`config.mk`:
```
export PLATFORM = sky130hd
export DESIGN_NAME = hls_deadlock_param_monitor_flat
export DESIGN_NICKNAME = d
export VERILOG_FILES = /design/src/rtl/hls_deadlock_param_monitor_pkg.sv /design/src/rtl/hls_deadlock_param_monitor_if.sv /design/src/rtl/hls_deadlock_param_monitor_prio_enc.sv /design/src/rtl/hls_deadlock_param_monitor.sv /design/src/flat_wrapper.sv
export SDC_FILE = /design/constraint.sdc
export NUM_CORES = 1
export LEC_CHECK = 0
export BUFFER_PORTS_ARGS = -buffer_cell sky130_fd_sc_hd__buf_2
export CAP_MARGIN = 25
export CORE_MARGIN = 2
export CORE_UTILIZATION = 50
export CTS_CLUSTER_DIAMETER = 40
export DETAILED_ROUTE_END_ITERATION = 8
export PLACE_DENSITY = 0.82
export SYNTH_ARGS = -nofsm -noshare
export SYNTH_HDL_FRONTEND = slang
export SYNTH_SLANG_ARGS = --single-unit
```
`constraint.sdc`:
```
create_clock -name clock -period 3.15 [get_ports clock]
set_input_delay 0.315 -clock clock [delete_from_list [all_inputs] [get_ports clock]]
set_output_delay 0.315 -clock clock [all_outputs]
set_load 0.005 [all_outputs]
```
`src/rtl/hls_deadlock_param_monitor_pkg.sv`:
```
// ---------------------------------------------------------------------------
// hls_deadlock_pkg
// Shared definitions for the parametrised HLS deadlock monitor:
//   - state_e      : debounce FSM states (CLEAR / SUSPECT / BLOCKED)
//   - src_w()      : width of the block_src index for a given source count
//   - DEF_*_MASK   : default source masks used by the top-level parameters
// No ports (package).
// ---------------------------------------------------------------------------
package hls_deadlock_pkg;

  typedef enum logic [1:0] {
    ST_CLEAR   = 2'd0,
    ST_SUSPECT = 2'd1,
    ST_BLOCKED = 2'd2
  } state_e;

  localparam logic [2:0] DEF_AXIS_CUR_MASK = 3'b010;
  localparam logic [2:0] DEF_AXIS_SUB_MASK = 3'b100;
  localparam logic [4:0] DEF_INST_MASK     = 5'b00000;

  // Index width for n sources; never narrower than one bit so the port exists
  // even for a single-source monitor.
  function automatic int src_w(input int n);
    return (n <= 2) ? 1 : $clog2(n);
  endfunction

endpackage

```
`src/rtl/hls_deadlock_param_monitor_if.sv`:
```
// ---------------------------------------------------------------------------
// hls_deadlock_param_monitor_if
// Bundles the monitor's observation inputs and its reporting outputs.
//   axis_block_sigs [NUM_AXIS] : per-stream blocked indications   (to monitor)
//   inst_idle_sigs  [NUM_IDLE] : sub-instance idle flags           (to monitor)
//   inst_block_sigs [NUM_INST] : sub-instance block outputs        (to monitor)
//   block                      : registered deadlock indication    (from monitor)
//   block_src       [SRC_W]    : index of the source that tripped  (from monitor)
//   stall_cnt       [CNT_W]    : consecutive suspect cycles        (from monitor)
// Modports: master = the process being watched, slave = the monitor.
// ---------------------------------------------------------------------------
interface hls_deadlock_param_monitor_if
  import hls_deadlock_pkg::*;
#(
  parameter int NUM_AXIS = 3,
  parameter int NUM_IDLE = 9,
  parameter int NUM_INST = 5,
  parameter int CNT_W    = 16
);

  localparam int SRC_W = src_w(NUM_AXIS + NUM_INST);

  logic [NUM_AXIS-1:0] axis_block_sigs;
  logic [NUM_IDLE-1:0] inst_idle_sigs;
  logic [NUM_INST-1:0] inst_block_sigs;
  logic                block;
  logic [SRC_W-1:0]    block_src;
  logic [CNT_W-1:0]    stall_cnt;

  modport master (
    output axis_block_sigs,
    output inst_idle_sigs,
    output inst_block_sigs,
    input  block,
    input  block_src,
    input  stall_cnt
  );

  modport slave (
    input  axis_block_sigs,
    input  inst_idle_sigs,
    input  inst_block_sigs,
    output block,
    output block_src,
    output stall_cnt
  );

endinterface

```
`src/rtl/hls_deadlock_param_monitor_prio_enc.sv`:
```
// ---------------------------------------------------------------------------
// hls_deadlock_prio_enc
// Lowest-set-bit encoder: returns the index of the lowest set bit of i_vec,
// or 0 when no bit is set (callers only use it when some bit is set).
//   i_vec [N] : candidate source vector
//   o_idx [W] : index of lowest set bit
// ---------------------------------------------------------------------------
module hls_deadlock_prio_enc #(
  parameter int N = 8,
  parameter int W = 3
) (
  input  logic [N-1:0] i_vec,
  output logic [W-1:0] o_idx
);

  // Scan downwards so the last hit, i.e. the lowest index, wins.
  always_comb begin
    o_idx = '0;
    for (int i = N - 1; i >= 0; i--) begin
      if (i_vec[i]) o_idx = W'(i);
    end
  end

endmodule

```
`src/rtl/hls_deadlock_param_monitor.sv`:
```
// ---------------------------------------------------------------------------
// hls_deadlock_param_monitor
// Per-dataflow-process deadlock monitor. Masks the AXI-stream and sub-instance
// block signals into one suspect term, debounces it over PERSIST consecutive
// cycles, then raises block, latches which source tripped and reports how long
// the stall has lasted.
//
// Ports:
//   clock : kernel clock
//   reset : synchronous active-high reset (dominates all inputs)
//   mon   : hls_deadlock_param_monitor_if.slave
//             in : axis_block_sigs, inst_idle_sigs, inst_block_sigs
//             out: block, block_src, stall_cnt
//
// Build option:
//   HLS_DEADLOCK_MON_STICKY_EN - when defined, BLOCKED is left only through
//   reset; block stays high, stall_cnt and block_src freeze once blocked.
// ---------------------------------------------------------------------------
module hls_deadlock_param_monitor
  import hls_deadlock_pkg::*;
#(
  parameter int                  NUM_AXIS      = 3,
  parameter int                  NUM_IDLE      = 9,
  parameter int                  NUM_INST      = 5,
  parameter logic [NUM_AXIS-1:0] AXIS_CUR_MASK = DEF_AXIS_CUR_MASK,
  parameter logic [NUM_AXIS-1:0] AXIS_SUB_MASK = DEF_AXIS_SUB_MASK,
  parameter logic [NUM_INST-1:0] INST_MASK     = DEF_INST_MASK,
  parameter int                  PERSIST       = 1,
  parameter int                  CNT_W         = 16,
  parameter int                  IDLE_GATE     = 0
) (
  input  logic                         clock,
  input  logic                         reset,
  hls_deadlock_param_monitor_if.slave  mon
);

  localparam int SRC_N = NUM_AXIS + NUM_INST;
  localparam int SRC_W = src_w(SRC_N);

  localparam logic [CNT_W-1:0] CNT_MAX   = '1;
  localparam logic [CNT_W:0]   PERSIST_V = (CNT_W+1)'(PERSIST);

  // PERSIST must be reachable by the saturating counter.
  if (PERSIST < 1 || longint'(PERSIST) > ((longint'(1) << CNT_W) - 1)) begin : g_bad_persist
    $error("hls_deadlock_param_monitor: PERSIST out of range 1..2^CNT_W-1");
  end

  // ---- suspect term (combinational from inputs) ----
  logic [SRC_N-1:0] w_src_vec;
  logic             w_idle_all;
  logic             w_suspect;
  logic [SRC_W-1:0] w_src_idx;

  // AXIS sources in the low bits, instance sources above them, so the encoder
  // index is directly the reported block_src numbering.
  assign w_src_vec  = {mon.inst_block_sigs & INST_MASK,
                       mon.axis_block_sigs & (AXIS_CUR_MASK | AXIS_SUB_MASK)};
  assign w_idle_all = &mon.inst_idle_sigs;
  assign w_suspect  = (|w_src_vec) && !((IDLE_GATE != 0) && w_idle_all);

  hls_deadlock_prio_enc #(
    .N (SRC_N),
    .W (SRC_W)
  ) u_prio_enc (
    .i_vec (w_src_vec),
    .o_idx (w_src_idx)
  );

  // ---- state / counter registers ----
  state_e           r_state;
  logic             r_block;
  logic [CNT_W-1:0] r_stall_cnt;
  logic [SRC_W-1:0] r_block_src;

  state_e           w_state_nxt;
  logic [CNT_W:0]   w_cnt_inc;
  logic [CNT_W-1:0] w_cnt_sat;
  logic [CNT_W-1:0] w_cnt_nxt;
  logic             w_reach;
  logic             w_src_load;

  // One extra bit so the PERSIST comparison cannot overflow at saturation.
  assign w_cnt_inc = {1'b0, r_stall_cnt} + 1'b1;
  assign w_cnt_sat = (r_stall_cnt == CNT_MAX) ? CNT_MAX : w_cnt_inc[CNT_W-1:0];
  assign w_reach   = (w_cnt_inc >= PERSIST_V);

  always_comb begin
    w_state_nxt = r_state;
    w_cnt_nxt   = w_suspect ? w_cnt_sat : '0;
    w_src_load  = 1'b0;

    case (r_state)
      ST_CLEAR: begin
        if (w_suspect) w_state_nxt = (PERSIST == 1) ? ST_BLOCKED : ST_SUSPECT;
      end
      ST_SUSPECT: begin
        if (!w_suspect)  w_state_nxt = ST_CLEAR;
        else if (w_reach) w_state_nxt = ST_BLOCKED;
      end
      ST_BLOCKED: begin
`ifdef HLS_DEADLOCK_MON_STICKY_EN
        // Latched deadlock: hold the report until reset.
        w_cnt_nxt = r_stall_cnt;
`else
        if (!w_suspect) w_state_nxt = ST_CLEAR;
`endif
      end
      default: w_state_nxt = ST_CLEAR;
    endcase

    if ((r_state != ST_BLOCKED) && (w_state_nxt == ST_BLOCKED)) w_src_load = 1'b1;
  end

  always_ff @(posedge clock) begin
    if (reset) begin
      r_state     <= ST_CLEAR;
      r_block     <= 1'b0;
      r_stall_cnt <= '0;
      r_block_src <= '0;
    end else begin
      r_state     <= w_state_nxt;
      r_block     <= (w_state_nxt == ST_BLOCKED);
      r_stall_cnt <= w_cnt_nxt;
      if (w_src_load) r_block_src <= w_src_idx;
    end
  end

  assign mon.block     = r_block;
  assign mon.block_src = r_block_src;
  assign mon.stall_cnt = r_stall_cnt;

endmodule

```
`src/flat_wrapper.sv`:
```
// flat-port wrapper written by rule: the top's interface ports become plain ports
module hls_deadlock_param_monitor_flat import hls_deadlock_pkg::*;
#(
  parameter int                  NUM_AXIS      = 3,
  parameter int                  NUM_IDLE      = 9,
  parameter int                  NUM_INST      = 5,
  parameter logic [NUM_AXIS-1:0] AXIS_CUR_MASK = DEF_AXIS_CUR_MASK,
  parameter logic [NUM_AXIS-1:0] AXIS_SUB_MASK = DEF_AXIS_SUB_MASK,
  parameter logic [NUM_INST-1:0] INST_MASK     = DEF_INST_MASK,
  parameter int                  PERSIST       = 1,
  parameter int                  CNT_W         = 16,
  parameter int                  IDLE_GATE     = 0
)
  (clock, reset, mon_axis_block_sigs, mon_inst_idle_sigs, mon_inst_block_sigs, mon_block, mon_block_src, mon_stall_cnt);
  hls_deadlock_param_monitor_if #(.NUM_AXIS(NUM_AXIS), .NUM_IDLE(NUM_IDLE), .NUM_INST(NUM_INST), .CNT_W(CNT_W)) mon_i ();
  input  logic clock;
  input  logic reset;
  input wire logic [$bits(mon_i.axis_block_sigs)-1:0] mon_axis_block_sigs;
  input wire logic [$bits(mon_i.inst_idle_sigs)-1:0] mon_inst_idle_sigs;
  input wire logic [$bits(mon_i.inst_block_sigs)-1:0] mon_inst_block_sigs;
  output wire logic [$bits(mon_i.block)-1:0] mon_block;
  output wire logic [$bits(mon_i.block_src)-1:0] mon_block_src;
  output wire logic [$bits(mon_i.stall_cnt)-1:0] mon_stall_cnt;
  assign mon_i.axis_block_sigs = mon_axis_block_sigs;
  assign mon_i.inst_idle_sigs = mon_inst_idle_sigs;
  assign mon_i.inst_block_sigs = mon_inst_block_sigs;
  assign mon_block = mon_i.block;
  assign mon_block_src = mon_i.block_src;
  assign mon_stall_cnt = mon_i.stall_cnt;
  hls_deadlock_param_monitor #(.NUM_AXIS(NUM_AXIS), .NUM_IDLE(NUM_IDLE), .NUM_INST(NUM_INST), .AXIS_CUR_MASK(AXIS_CUR_MASK), .AXIS_SUB_MASK(AXIS_SUB_MASK), .INST_MASK(INST_MASK), .PERSIST(PERSIST), .CNT_W(CNT_W), .IDLE_GATE(IDLE_GATE)) u_core (.clock(clock), .reset(reset), .mon(mon_i));
endmodule
```
==> results of run 1 <==
-- registers in the layout (all words and copies together) (netlist names) --
name and flops:
u_core.mon.stall_cnt 16, u_core.r_state 2, u_core.mon.block_src 2, u_core.mon.block 1
-- report_power, final --
part	switching, mW	internal (mW)
logic	0.0162	0.0134
registers	0.00532	0.271
clock network	0.0847	0.0474
-- through the flow --
stage / cell area [um2] / hold slack, ns / std cells / power [mW]
after floorplan: 1210 / 0.4287 / 132 / 0.3007
after global placement: 1318 / 0.4455 / 175 / 0.3106
after detailed placement: 1318 / 0.4476 / 175 / 0.3124
after CTS: 1345 / 0.1996 / 179 / 0.4446
after global routing: 1345 / 0.2165 / 179 / 0.4580
final: 1345 / 0.2080 / 179 / 0.4385
-- metal layers --
| layer | routed length [um] | part of all wire, % |
|---|---|---|
| met4 | 63 | 2.7 |
| met1 | 1071 | 45 |
| met5 | 0 | 0 |
| met3 | 77 | 3.3 |
| met2 | 1150 | 49 |
-- worst paths after layout --
kind,from,to,slack [ns],cells past startpoint
setup / recovery,u_core.mon.stall_cnt[1],u_core.mon.block,0.74,7
hold / removal,reset,u_core.mon.block_src[0],0.21,2
setup reg to reg,u_core.mon.stall_cnt[1],u_core.mon.block,0.74,7
hold reg to reg,u_core.mon.block_src[0],u_core.mon.block_src[0],0.47,2
-- logic make-up (layout without fill, tap and decap cells) --
group                      count (synthesis)  in the layout  share of synthesized area [%]
xor gates and xnor gates                  12             12                          8.687
buffers and inverters                     12             31                          4.963
other                                      1              1                         0.3099
AOI/OAI and AO/OA                         33             33                          18.41
DFF                                       21             21                          34.75
adders and majority gates                  2              2                          2.068
muxes                                      2              2                          2.068
and+or+nand+nor                           49             49                          28.75
-- layout by cell type (no fill, tap or decap), types with 2 or more instances in the layout --
master | Yosys | final
o211a_1 | 2 | 2
nand3_4 | 2 | 2
nand2_1 | 6 | 6
nand3_1 | 6 | 6
nor4_4 | 2 | 2
nor3_2 | 2 | 2
nor2b_1 | 2 | 2
nor3b_1 | 2 | 2
buf_2 | 3 | 22
xor2_1 | 7 | 7
o21ai_1 | 3 | 3
o22ai_1 | 3 | 3
nor3_1 | 5 | 5
nor2_1 | 7 | 7
ha_1 | 2 | 2
dfxtp_1 | 21 | 21
inv_1 | 4 | 4
clkbuf_4 | 0 | 3
and2_1 | 3 | 3
xnor2_1 | 5 | 5
and4_1 | 2 | 2
a21oi_1 | 15 | 15
-- area by class of cell --
type | instances | area (um2) | share of cell area, %
well taps | 28 | 35.03 | 2.605
flip-flops and latches | 21 | 420.4 | 31.26
clock inverters | 1 | 5.005 | 0.3721
multi-input cells | 99 | 729.5 | 54.23
clock buffers | 3 | 22.52 | 1.674
repair buffers | 23 | 117.6 | 8.744
inverters | 4 | 15.01 | 1.116
-- worst max-delay path, cell delays in order (launching register included) --
cell	delay, ns
dfxtp_1	0.42
ha_1	0.33
nand3_4	0.15
or2_1	0.34
o22ai_1	0.23
o22ai_2	0.13
or4_4	0.55
and2_1	0.18
==> results.sh, run 1 <==
export IMPL_status="finished clean"
export IMPL_vias=1052
export IMPL_synthTopCellsByArea="dfxtp_1, a21oi_1, xor2_1"
export IMPL_cts_reportedPaths_clkPinSlew_ns=0.12
export IMPL_coreArea_mm2=0.002255
export IMPL_met1_usage_pct=22.34
export IMPL_clkLatencyLatePin_ns=0.31
export IMPL_die_area_mm2=0.002829
export IMPL_ys_flop_type="dfxtp_1"
export IMPL_finalSetupTns_ns=0
export IMPL_irDropWorstVdd_mv=0.2339
export IMPL_wirelength_um=2362
export IMPL_wire_per_inst_um=13.20
export IMPL_yosysMostFrequentCell="dfxtp_1"
export IMPL_synth_cell_types=46
export IMPL_yosys_area_top_type="dfxtp_1"
export IMPL_ys_seq_area_share_pct=34.75
export IMPL_rsz0062_at_grt="no"
export IMPL_syn_num_nets=153
export IMPL_crit_arrival_ns=2.62
export IMPL_top_usage_layer="met2"
export IMPL_worstSetupPathType="reg -> reg"
export IMPL_area_delta_synth_final_pct=11.17
export IMPL_synth_common_cells="dfxtp_1, a21oi_1, nor2_1, xor2_1"
export IMPL_cts_tree="yes"
export IMPL_finalHoldViolCount=0
export IMPL_tightest_slew_ns=0.5474
export IMPL_cp_start_kind="flip-flop"
export IMPL_period_minus_slack_ns=2.413
export IMPL_max_slew_margin_pct=63.40
export IMPL_ys_ff_latch=21
export IMPL_syn_area_mm2=0.001210
export IMPL_htreeDepth=1
export IMPL_cp_max_fo=5
export IMPL_initial_core_util_pct=53.66
export IMPL_grt_pass1_vias=915
export IMPL_ys_warn_count=0
export IMPL_cts_buffers_inserted=3
export IMPL_setup_ws_ns=0.7372
export IMPL_hp_class="in -> reg"
export IMPL_viasPerCell=5.877
export IMPL_cts_root_buf="clkbuf_4"
export IMPL_fin_util_pct=59.66
export IMPL_dieWidth_um=53.19
export IMPL_dp_slack_ns=0.7446
export IMPL_hold_buffers=0
export IMPL_ant_nets=0
export IMPL_antenna_found_initial=0
export IMPL_gp_congestion=0.8161
export IMPL_grt_max_degree=19
export IMPL_cellLeakagePower_nw=0.5602
export IMPL_worst_setup_path_end_kind="flip-flop"
export IMPL_fin_skew_ns=0.006823
export IMPL_cp_required_ns=3.36
export IMPL_drc=0
export IMPL_track_usage_pct=18.30
export IMPL_avgSynthCellArea_um2=9.166
export IMPL_async_reset_ff_share_pct=0
export IMPL_rows=17
export IMPL_fillCellCount=216
export IMPL_postSynthCellCount=132
export IMPL_diodes=0
export IMPL_clkSinkCount=21
export IMPL_dr_pass1_iters=4
export IMPL_overflow=0
export IMPL_grt_pass1_wl_um=3781
export IMPL_synth_edf_count=0
export IMPL_post_cts_resized=0
export IMPL_final_layout_size_suffix_gt1_share_pct=27.15
export IMPL_cts_setup_buffers=0
export IMPL_dr_first_iter_drc_count=31
export IMPL_die_h_um=53.19
export IMPL_ioPinCount=39
export IMPL_grt_use_met2_pct=30.83
export IMPL_yosys_area_top_type_share_pct=34.75
export IMPL_clockBufferDepth=2
export IMPL_fin_nets=173
export IMPL_power_density_mw_per_mm2=326.0
export IMPL_fmax_ghz=0.4145
export IMPL_dp_hpwl_um=1743
export IMPL_port_buffers=22
export IMPL_use_met3_pct=2.542
export IMPL_max_cap_violations=0
export IMPL_fin_crit_sh_pct=76.60
export IMPL_maxSlewViolCount=0
export IMPL_setup_viol=0
Power figures use the tool's default switching activity.
==> run 2, diff against run 1 <==
clock period = 2.3 ns   (was 3.15 ns; I/O delays follow)
==> run 2 against run 1 <==
Effect of this change: cell area up 4.5%; global-route usage up 0.52 points; combinational power up 60%; utilization up 2.7 points; die area unchanged; count of clock-buffer cells in the layout up 1; sequential power up 36%; highest routed layer unchanged.
==> results.sh, run 2 (synthesized netlist as in run 1, its figures left out) <==
export IMPL_status="finished clean"
export IMPL_r2r_slack_ns=0.11
export IMPL_clkLatencyLatePin_ns=0.31
export IMPL_cts_buffers_inserted=3
export IMPL_fmax_ghz=0.4566
export IMPL_initial_core_util_pct=53.66
export IMPL_track_usage_pct=18.82
export IMPL_cpPeakStageDelay_ns=0.54
export IMPL_cts_root_buf="clkbuf_4"
export IMPL_cp_required_ns=2.51
export IMPL_wirelength_um=2503
export IMPL_r2r_end="u_core.r_state[1]"
export IMPL_final_layout_size_suffix_gt1_share_pct=33.76
export IMPL_rows=17
export IMPL_hp_class="in -> reg"
export IMPL_drc=0
export IMPL_antenna_found_initial=0
export IMPL_cellLeakagePower_nw=0.5919
export IMPL_max_slew_margin_pct=56.74
export IMPL_tightest_slew_ns=0.6446
export IMPL_cts_reportedPaths_clkPinSlew_ns=0.12
export IMPL_ioPinCount=39
export IMPL_dr_max_layer_used="met4"
export IMPL_cp_max_fo=6
export IMPL_fin_nets=179
export IMPL_htreeDepth=1
export IMPL_rsz0062_at_grt="no"
export IMPL_hold_slack_ns=0.1142
export IMPL_irDropWorstVdd_mv=0.3113
export IMPL_dp_hpwl_um=1802
export IMPL_wire_per_inst_um=13.53
export IMPL_wl_met3_um=108
export IMPL_path_cells="buf_4, and4_4, and3_1, and2b_2, o22ai_2, or4_4, and2_1"
export IMPL_fin_util_pct=62.32
export IMPL_worstHoldStart="reset"
export IMPL_cts_tree="yes"
export IMPL_worst_setup_path_end_kind="flip-flop"
export IMPL_met2_length_um=1202
export IMPL_crit_slowest_cell="or4_4"
export IMPL_maxSlewViolCount=0
export IMPL_holdPathStages=2
export IMPL_dr_first_iter_drc_count=19
export IMPL_ant_nets=0
export IMPL_overflow=0
export IMPL_viasPerCell=5.697
export IMPL_vias=1054
export IMPL_die_area_mm2=0.002829
export IMPL_area_delta_synth_final_pct=16.13
export IMPL_worstSetupPathType="reg -> reg"
export IMPL_cp_start_kind="flip-flop"
export IMPL_r2r_start="u_core.mon.stall_cnt[0]"
export IMPL_die_h_um=53.19
export IMPL_dieWidth_um=53.19
export IMPL_dr_pass1_iters=4
export IMPL_crit_arrival_ns=2.40
export IMPL_grt_max_degree=12
export IMPL_reg2reg_depth=7
export IMPL_setup_viol=0
export IMPL_routedLengthMet1_um=1164
export IMPL_power_density_mw_per_mm2=432.9
export IMPL_finalSetupTns_ns=0
export IMPL_hold_end="u_core.mon.block_src[0]"
export IMPL_diodes=0
export IMPL_max_cap_violations=0
export IMPL_clockBufferDepth=2
export IMPL_fin_skew_ns=0.01112
export IMPL_coreArea_mm2=0.002255
export IMPL_grt_pass1_vias=900
export IMPL_port_buffers=22
export IMPL_fin_crit_sh_pct=95.22
export IMPL_final_cell_mix="buf_2, dfxtp_1, a21oi_1"
export IMPL_final_common_cell="buf_2"
export IMPL_largest_reg_flops=16
export IMPL_finalHoldViolCount=0
export IMPL_grt_pass1_wl_um=3884
export IMPL_period_minus_slack_ns=2.190
export IMPL_gp_congestion=0.8491
export IMPL_clkSinkCount=21
## run 2: metrics by stage
step / cells / power (mW) / setup slack, ns / instance area [um2]
finish: 185 / 0.6083 / 0.1099 / 1405
global route: 185 / 0.6319 / 0.04022 / 1405
CTS: 184 / 0.6101 / 0.05009 / 1381
detailed placement: 180 / 0.4319 / 0.07031 / 1355
global placement: 180 / 0.4300 / 0.1067 / 1355
floorplan: 132 / 0.4119 / 0.06669 / 1210
## run 2: worst max-delay path by stage
stage | slack (ns) | end | start | depth (start not counted)
after floorplan | 0.07 | u_core.mon.block | u_core.mon.stall_cnt[0] | 7
after global placement | 0.11 | u_core.mon.block | u_core.mon.stall_cnt[0] | 7
after detailed placement | 0.07 | u_core.mon.block | u_core.mon.stall_cnt[0] | 7
after CTS | 0.05 | u_core.r_state[1] | u_core.mon.stall_cnt[0] | 7
after global routing | 0.04 | u_core.r_state[1] | u_core.mon.stall_cnt[0] | 7
final | 0.11 | u_core.r_state[1] | u_core.mon.stall_cnt[0] | 7
## run 2: where the power goes
| part | leakage [nW] | internal [mW] | switching, mW | total (mW) |
|---|---|---|---|---|
| logic | 0.404 | 0.0222 | 0.0252 | 0.0474 |
| clock network | 0.0150 | 0.0678 | 0.116 | 0.184 |
| registers | 0.173 | 0.372 | 0.00520 | 0.377 |
| total | 0.592 | 0.462 | 0.147 | 0.608 |
## run 2: area by class of cell
cell class	count	area [um2]
multi-input cells	99	740.7
fillers	205	849.6
well taps	28	35.03
flip-flops and latches	21	425.4
inverters	4	15.01
clock buffers	4	26.28
repair buffers	29	162.7
## run 2: metal layers
layer  vias to the layer above  track usage [%]
li1                        529                -
met1                       497            24.74
met2                        23            29.79
met3                         5            4.802
met4                         0            6.410
met5                         -                0
## run 2: critical path, delay by kind of cell, from the launching register on
family	cells	cell delay, ns
flops	1	0.36
simple gates	5	1.50
compound gates	1	0.11
buf+inv	1	0.13
## run 2: what timing repair did
item | in CTS | in global routing
hold buffers | 0 | 0
resized for setup | 0 | 7
endpoints found under the setup margin | 0 | 2
buffers inserted | 0 | 1
